### config.mk
export PLATFORM = sky130hd
export DESIGN_NAME = aes_pad_adder
export DESIGN_NICKNAME = d
export VERILOG_FILES = /design/src/rtl/aes_pad_adder.sv
export SDC_FILE = /design/constraint.sdc
export NUM_CORES = 1
export LEC_CHECK = 0
export ABC_AREA = 1
export CAP_MARGIN = 20
export CORE_MARGIN = 2
export CORE_UTILIZATION = 45
export DETAILED_ROUTE_END_ITERATION = 7
export HOLD_SLACK_MARGIN = 0.1
export PLACE_DENSITY = 0.83
export SYNTH_ARGS = -nofsm -noshare
export SYNTH_HDL_FRONTEND = slang
export SYNTH_SLANG_ARGS = --single-unit
### constraint.sdc
create_clock -name clk -period 4.7 [get_ports clk]
set_input_delay 0.94 -clock clk [delete_from_list [all_inputs] [get_ports clk]]
set_output_delay 0.94 -clock clk [all_outputs]
set_load 0.02 [all_outputs]
### src/rtl/aes_pad_adder.sv
// Purpose : packs 32-bit message words into 128-bit AES blocks and appends word-granular PKCS#7-style padding.
// Latency : 4th word of a block at t -> out_valid at t+1; final word of an unaligned message at t -> out_valid at t+2.
// Backpressure: in_ready is low while a block is waiting; out_valid/out_data/out_last hold until out_ready.
//
// Ports:
//   clk, rst_n                        clock, synchronous active-low reset
//   msg_start, msg_words_out          start pulse and message length L (words), taken only in IDLE
//   msg_words_in_adder                data words accepted in the current/last message
//   in_valid, in_data, in_ready       word input handshake
//   out_valid, out_data, out_last,
//   out_ready                         block output handshake; first word in [127:96]
//   busy                              FSM not idle
//   msg_abort                         only with AES_PAD_ADDER_ABORT_EN defined: drop the message, return to IDLE
//
// Build option: define AES_PAD_ADDER_ABORT_EN to add the msg_abort input.
module aes_pad_adder #(
    parameter int REG_SIZE          = 32,
    parameter int WORD_COUNTER_SIZE = 16,
    parameter int WORDS_PER_BLOCK   = 4
) (
    input  logic                                  clk,
    input  logic                                  rst_n,
`ifdef AES_PAD_ADDER_ABORT_EN
    input  logic                                  msg_abort,
`endif
    input  logic                                  msg_start,
    input  logic [WORD_COUNTER_SIZE-1:0]          msg_words_out,
    output logic [WORD_COUNTER_SIZE-1:0]          msg_words_in_adder,
    input  logic                                  in_valid,
    input  logic [REG_SIZE-1:0]                   in_data,
    output logic                                  in_ready,
    output logic                                  out_valid,
    output logic [REG_SIZE*WORDS_PER_BLOCK-1:0]   out_data,
    output logic                                  out_last,
    input  logic                                  out_ready,
    output logic                                  busy
);

    localparam int SLOT_W = $clog2(WORDS_PER_BLOCK) + 1;
    localparam logic [SLOT_W-1:0]            LAST_SLOT = SLOT_W'(WORDS_PER_BLOCK - 1);
    localparam logic [SLOT_W-1:0]            BLK_WORDS = SLOT_W'(WORDS_PER_BLOCK);
    localparam logic [WORD_COUNTER_SIZE-1:0] CNT_ONE   = 1;

    typedef enum logic [1:0] {
        IDLE = 2'd0,
        FILL = 2'd1,
        PAD  = 2'd2,
        OUT  = 2'd3
    } state_t;

    state_t                         state;
    state_t                         state_nxt;
    logic [WORD_COUNTER_SIZE-1:0]   msg_len;
    logic [SLOT_W-1:0]              slot;
    logic                           abort;
    logic                           word_fire;
    logic                           blk_fire;
    logic                           last_word;
    logic                           all_taken;
    logic [REG_SIZE-1:0]            pad_word;

`ifdef AES_PAD_ADDER_ABORT_EN
    assign abort = msg_abort;
`else
    assign abort = 1'b0;
`endif

    assign in_ready  = (state == FILL);
    assign out_valid = (state == OUT);
    assign busy      = (state != IDLE);

    assign word_fire = in_valid & in_ready;
    assign blk_fire  = out_valid & out_ready;

    // last_word is only consulted in FILL, where L > 0, so L-1 cannot underflow.
    assign last_word = (msg_words_in_adder == msg_len - CNT_ONE);
    assign all_taken = (msg_words_in_adder == msg_len);

    // Pad value equals the number of empty slots left in the block (1..4).
    assign pad_word  = REG_SIZE'(BLK_WORDS - slot);

    always_ff @(posedge clk) begin
        if (!rst_n) begin
            state <= IDLE;
        end else begin
            state <= state_nxt;
        end
    end

    always_comb begin
        state_nxt = state;
        case (state)
            IDLE: begin
                if (msg_start) begin
                    state_nxt = (msg_words_out == '0) ? PAD : FILL;
                end
            end
            FILL: begin
                if (word_fire) begin
                    if (slot == LAST_SLOT) begin
                        state_nxt = OUT;
                    end else if (last_word) begin
                        state_nxt = PAD;
                    end
                end
            end
            PAD: begin
                state_nxt = OUT;
            end
            OUT: begin
                if (blk_fire) begin
                    if (out_last) begin
                        state_nxt = IDLE;
                    end else if (all_taken) begin
                        // Aligned message: one extra block made entirely of padding.
                        state_nxt = PAD;
                    end else begin
                        state_nxt = FILL;
                    end
                end
            end
            default: state_nxt = IDLE;
        endcase
        if (abort) begin
            state_nxt = IDLE;
        end
    end

    always_ff @(posedge clk) begin
        if (!rst_n) begin
            msg_len            <= '0;
            msg_words_in_adder <= '0;
            slot               <= '0;
            out_data           <= '0;
            out_last           <= 1'b0;
        end else if (abort) begin
            // Word count is deliberately kept so software can see how far the message got.
            slot     <= '0;
            out_data <= '0;
            out_last <= 1'b0;
        end else begin
            case (state)
                IDLE: begin
                    if (msg_start) begin
                        msg_len            <= msg_words_out;
                        msg_words_in_adder <= '0;
                        slot               <= '0;
                        out_last           <= 1'b0;
                    end
                end
                FILL: begin
                    if (word_fire) begin
                        for (int i = 0; i < WORDS_PER_BLOCK; i++) begin
                            if (SLOT_W'(i) == slot) begin
                                out_data[(WORDS_PER_BLOCK-1-i)*REG_SIZE +: REG_SIZE] <= in_data;
                            end
                        end
                        slot               <= slot + SLOT_W'(1);
                        msg_words_in_adder <= msg_words_in_adder + CNT_ONE;
                    end
                end
                PAD: begin
                    for (int i = 0; i < WORDS_PER_BLOCK; i++) begin
                        if (SLOT_W'(i) >= slot) begin
                            out_data[(WORDS_PER_BLOCK-1-i)*REG_SIZE +: REG_SIZE] <= pad_word;
                        end
                    end
                    out_last <= 1'b1;
                end
                OUT: begin
                    if (blk_fire) begin
                        slot     <= '0;
                        out_last <= 1'b0;
                    end
                end
                default: begin
                    slot <= '0;
                end
            endcase
        end
    end

endmodule
* Word-level counts from Yosys, hierarchy flattened
Index checks and enable logic that the tools add are counted.
Word-level totals: bits in registers 166, input bits 53, output and inout port bits 148, word-level logic and storage cells 86
Cells by class: equal/unequal tests 21, multiplexer cells 29, bitwise gates (word level) 2, add/sub/neg operators 4, magnitude comparators 4, reduce and logical (&&, ||, !) cells 17
Operator list (number):
- 2-to-1 mux 32 bit | 8
- case mux 128 bit (2 select lines) | 1
- 2-to-1 mux 128 bit | 1
- == test 16 bit | 2
- 2-to-1 mux 16 bit | 2
- case mux 16 bit (2 select lines) | 1
- AND reduction 4 bit | 6
- adder 16 x 1 -> 16 bit, second input constant | 1
- zero test 16 bit | 1
- 2-to-1 mux 2 bit | 8
- subtractor 16 x 1 -> 16 bit, second input constant | 1
- inequality test 2 x 1 -> 1 bit, second input constant | 6
- inequality test 2 bit, second input constant | 5
- 2-to-1 mux 3 bit | 3
- case mux 3 bit (3 select lines) | 1
- case mux 2 bit (4 select lines) | 1
- == test 2 x 3 -> 1 bit, first input constant | 2
- greater-or-equal comparator 1 x 3 -> 1 bit, first input constant | 2
- greater-or-equal comparator 2 x 3 -> 1 bit, first input constant | 2
- AND reduction 3 bit | 2
- nonzero test 2 bit | 3
- nonzero test 3 bit | 2
- == test 2 bit, second input constant | 2
- subtractor 3 x 3 -> 4 bit, first input constant | 1
- 11 further kinds | 13

* Logic depth before layout (Yosys ltp)
word-level depth 6, gate-level depth with buffers 16, gate-level depth less buffers 16

* Worst setup path before layout
OpenSTA, ideal clock, no wires.
kind in2reg, start input rst_n, end register msg_words_in_adder[9], data arrival time 2.098 ns, library setup time 0.086 ns, required time 4.614 ns, path buffers 1, cell stages on the path 5, setup slack 2.517 ns, cells stage by stage clkbuf_1 -> clkinv_1 -> nor2_1 -> inv_1 -> a211oi_1
RTL lines:
- start: declaration | RTL line 22 | input logic rst_n,
- end signal: assignment | RTL line 159 | msg_words_in_adder <= msg_words_in_adder + CNT_ONE;
- end: declaration | RTL line 28 | output logic [WORD_COUNTER_SIZE-1:0] msg_words_in_adder,

* Final worst setup path
start input msg_start, end register msg_words_in_adder[11]
Between the ends: word-level cells in the longest chain between the ends 2
RTL lines:
- start: declaration | RTL line 26 | input logic msg_start,
- inequality test 2 bit (no source line)
- AND reduction 3 bit (no source line)
No other way between the ends. A chain may end at the register's enable or synchronous reset.

==> results_dict.tcl <==
set metrics [dict create \
    grt_pass1_vias 6555 \
    synth_nets 1036 \
    grt_pass1_wl_um 33200 \
    drt_iter0_markers 573 \
    syn_inst 977 \
    critPathRequiredTime_ns 5.01 \
    clk_pin_slew_ns 0.07 \
    ctsResizeCount 0 \
    synth_top_area_cell "dfxtp_1" \
    ff_latch_area_um2 3320 \
    synth_area_leaders "dfxtp_1, o21ai_0, nand2_1" \
    insertion_delay_ns 0.43 \
    skew_ns 0.00923 \
    num_vias 7095 \
    drt_pre_antenna_iters 5 \
    synth_most_common_cell "nand2_1" \
    synth-seq-cells 166 \
    dp_hpwl_um 14600 \
    min_period_ns 2.95 \
    fp.dieArea_um2 17000 \
    die_h_um 130 \
    multiInputGateArea_um2 3090 \
    wire_per_inst_um 15.7 \
    drive_gt1_frac 0.0492 \
    yosysSeqAreaShare 0.463 \
    core-area_um2 15700 \
    clockPowerShare 0.201 \
    final_nets 1204 \
    slowest_delay_ns 0.53 \
    boundaryPins 201 \
    p_switching_uw 3060 \
    power_leakage_uw 0.00403 \
    fin_crit_sh 0.628 \
    gp_congestion 0.895 \
    cts_setup_buffers 0 \
    post-route-util 0.628 \
    cell_internal_pwr_uw 4120 \
    worstSetupStartpointType "input pin" \
    cts_htree_levels 4 \
    synth_top_area_share 0.463 \
    nFillCells 1340 \
    cts_tree "yes" \
    antenna_cells 0 \
    worstMarginPinSlew_ns 1.06 \
    setup_tns_ns 0 \
    finalWirelength_um 21600 \
    cts_root_buf "clkbuf_16" \
    end_kind "flip-flop" \
    synth_warnings 0 \
    syn_to_final_growth_pct 37.6 \
    cts.path.max_buffers 2 \
    path_class "input pin to flip-flop" \
    synth_common_cells "nand2_1, dfxtp_1, o21ai_0" \
    synth.distinct_cells 37 \
    synth_ff_type "dfxtp_1" \
    route.detailed.drc 0 \
    drv_cap 0 \
    netlist_area_um2 7170 \
    grt_overflow 0 \
    cp_cell_sequence "clkdlybuf4s50_1, nand2_1, nand2_2, nand2_1, nor3_2, nand2_1, nor3_2, nand2_1, o21ai_0, a21oi_1" \
    syn_area_per_cell_um2 7.34 \
    crit_path_top_delay_cell "nand2_1" \
    switching_share 0.426 \
    synth_edf_count 0 \
    vias_per_cell 5.16 \
    hold_class "flip-flop to flip-flop" \
    power_frac_comb 0.482 \
    antenna_found_initial 0 \
    power_density_nw_per_um2 727 \
    grt_setup_unrepaired "no" \
    postCtsHoldBufs 0 \
    hold_viol 0 \
    ir_drop_v 0.000475 \
    grt_start_max_net_pins 107 \
    seq_power_share 0.317 \
    status "finished, final reports clean" \
    setup_violations 0 \
    cp_data_arrival_time_ns 3.26 \
    die_x_um 130 \
    slew_violations 0 \
    portBuffers 200 \
    antenna_left 0 \
    rows 46 \
    cp_max_fo 32 \
    start_util 0.456 \
    crit_top_cell "nand2_1" \
    max_slew_margin 0.290 \
    async_flop_share 0 \
    fmax_mhz 339 \
    cts_sinks 166 \
    grtUsageTotal 0.251 \
    cts_made_buffers 17 \
]
-- routing by layer --
metal,part of all wire,up-vias,track usage
li1,-,3577,-
met1,0.41,3254,0.298
met2,0.48,243,0.417
met3,0.10,21,0.109
met4,0.014,0,0.0651
met5,0,-,0
-- stage by stage --
step / std cells / instance area [um^2] / hold WS [ns] / power (uW) / setup slack (ns)
6_report: 1374 / 9870 / 0.444 / 7180 / 1.75
5_1_grt: 1374 / 9870 / 0.464 / 7620 / 1.47
4_1_cts: 1373 / 9840 / 0.447 / 7190 / 1.77
3_5_place_dp: 1341 / 9240 / 0.437 / 5710 / 1.36
3_3_place_gp: 1341 / 9240 / 0.431 / 5660 / 1.46
2_1_floorplan: 977 / 7170 / 0.458 / 4290 / 2.52
-- cell type report --
type,count,share of cell area
sequential,166,0.337
clock inverter,15,0.0185
inverter,134,0.0510
clock buffer,17,0.0431
timing repair buffer,207,0.210
multi-input combinational,619,0.313
tap,216,0.0274
-- cell usage in the layout (no fill, tap or decap), types with 2 or more instances in the layout --
| cell type | n |
|---|---|
| nor3_1 | 9 |
| o21ai_1 | 12 |
| nor4_1 | 5 |
| nand4_1 | 5 |
| o21ai_4 | 2 |
| xnor2_1 | 12 |
| inv_8 | 6 |
| nand3_1 | 20 |
| xor2_1 | 2 |
| a31oi_1 | 59 |
| nor2_1 | 56 |
| a211oi_1 | 3 |
| bufinv_16 | 2 |
| inv_1 | 128 |
| buf_4 | 7 |
| inv_6 | 3 |
| dfxtp_1 | 166 |
| inv_2 | 5 |
| a21oi_1 | 96 |
| clkinvlp_4 | 2 |
| clkdlybuf4s50_1 | 199 |
| nand2_1 | 171 |
| nor3_2 | 2 |
| ha_1 | 6 |
| o21ai_0 | 147 |
| nand2_2 | 2 |
| clkbuf_16 | 17 |
-- power groups by stage --
stage | clock, uW | combinational (uW) | sequential (uW)
global placement | 0 | 3380 | 2270
floorplan | 0 | 1440 | 2840
CTS | 1460 | 3460 | 2270
detailed placement | 0 | 3420 | 2280
finish | 1440 | 3460 | 2280
global route | 1520 | 3750 | 2340
-- state kept, by name, summed over array words and instances (netlist names) --
name,count
out_data,128
msg_words_in_adder,16
msg_len,16
slot,3
state,2
out_last,1
-- kinds of logic after synthesis --
kind of cell | synth area share
compound gates | 0.239
simple gates | 0.161
buf+inv | 0.109
flops | 0.463
xor+xnor | 0.0171
fa+ha+maj | 0.0105
-- worst max-delay path, delay by kind of cell --
family                 cells  cell delay, ns
AND/OR/NAND/NOR            7            1.64
buffers and inverters      1            0.48
AO/OA/AOI/OAI              2            0.20
-- final timing paths --
kind	cells past startpoint	startpoint	slack, ns	to
worst min register to register	2	out_data[2]$_SDFFE_PN0P_	0.44	out_data[2]$_SDFFE_PN0P_
worst max register to register	6	state[0]$_SDFFE_PN0P_	1.80	out_data[15]$_SDFFE_PN0P_
worst min-delay path	2	out_data[2]$_SDFFE_PN0P_	0.44	out_data[2]$_SDFFE_PN0P_
worst max-delay path	10	msg_start	1.75	msg_words_in_adder[11]$_SDFFE_PN0P_
Power figures use the tool's default switching activity.
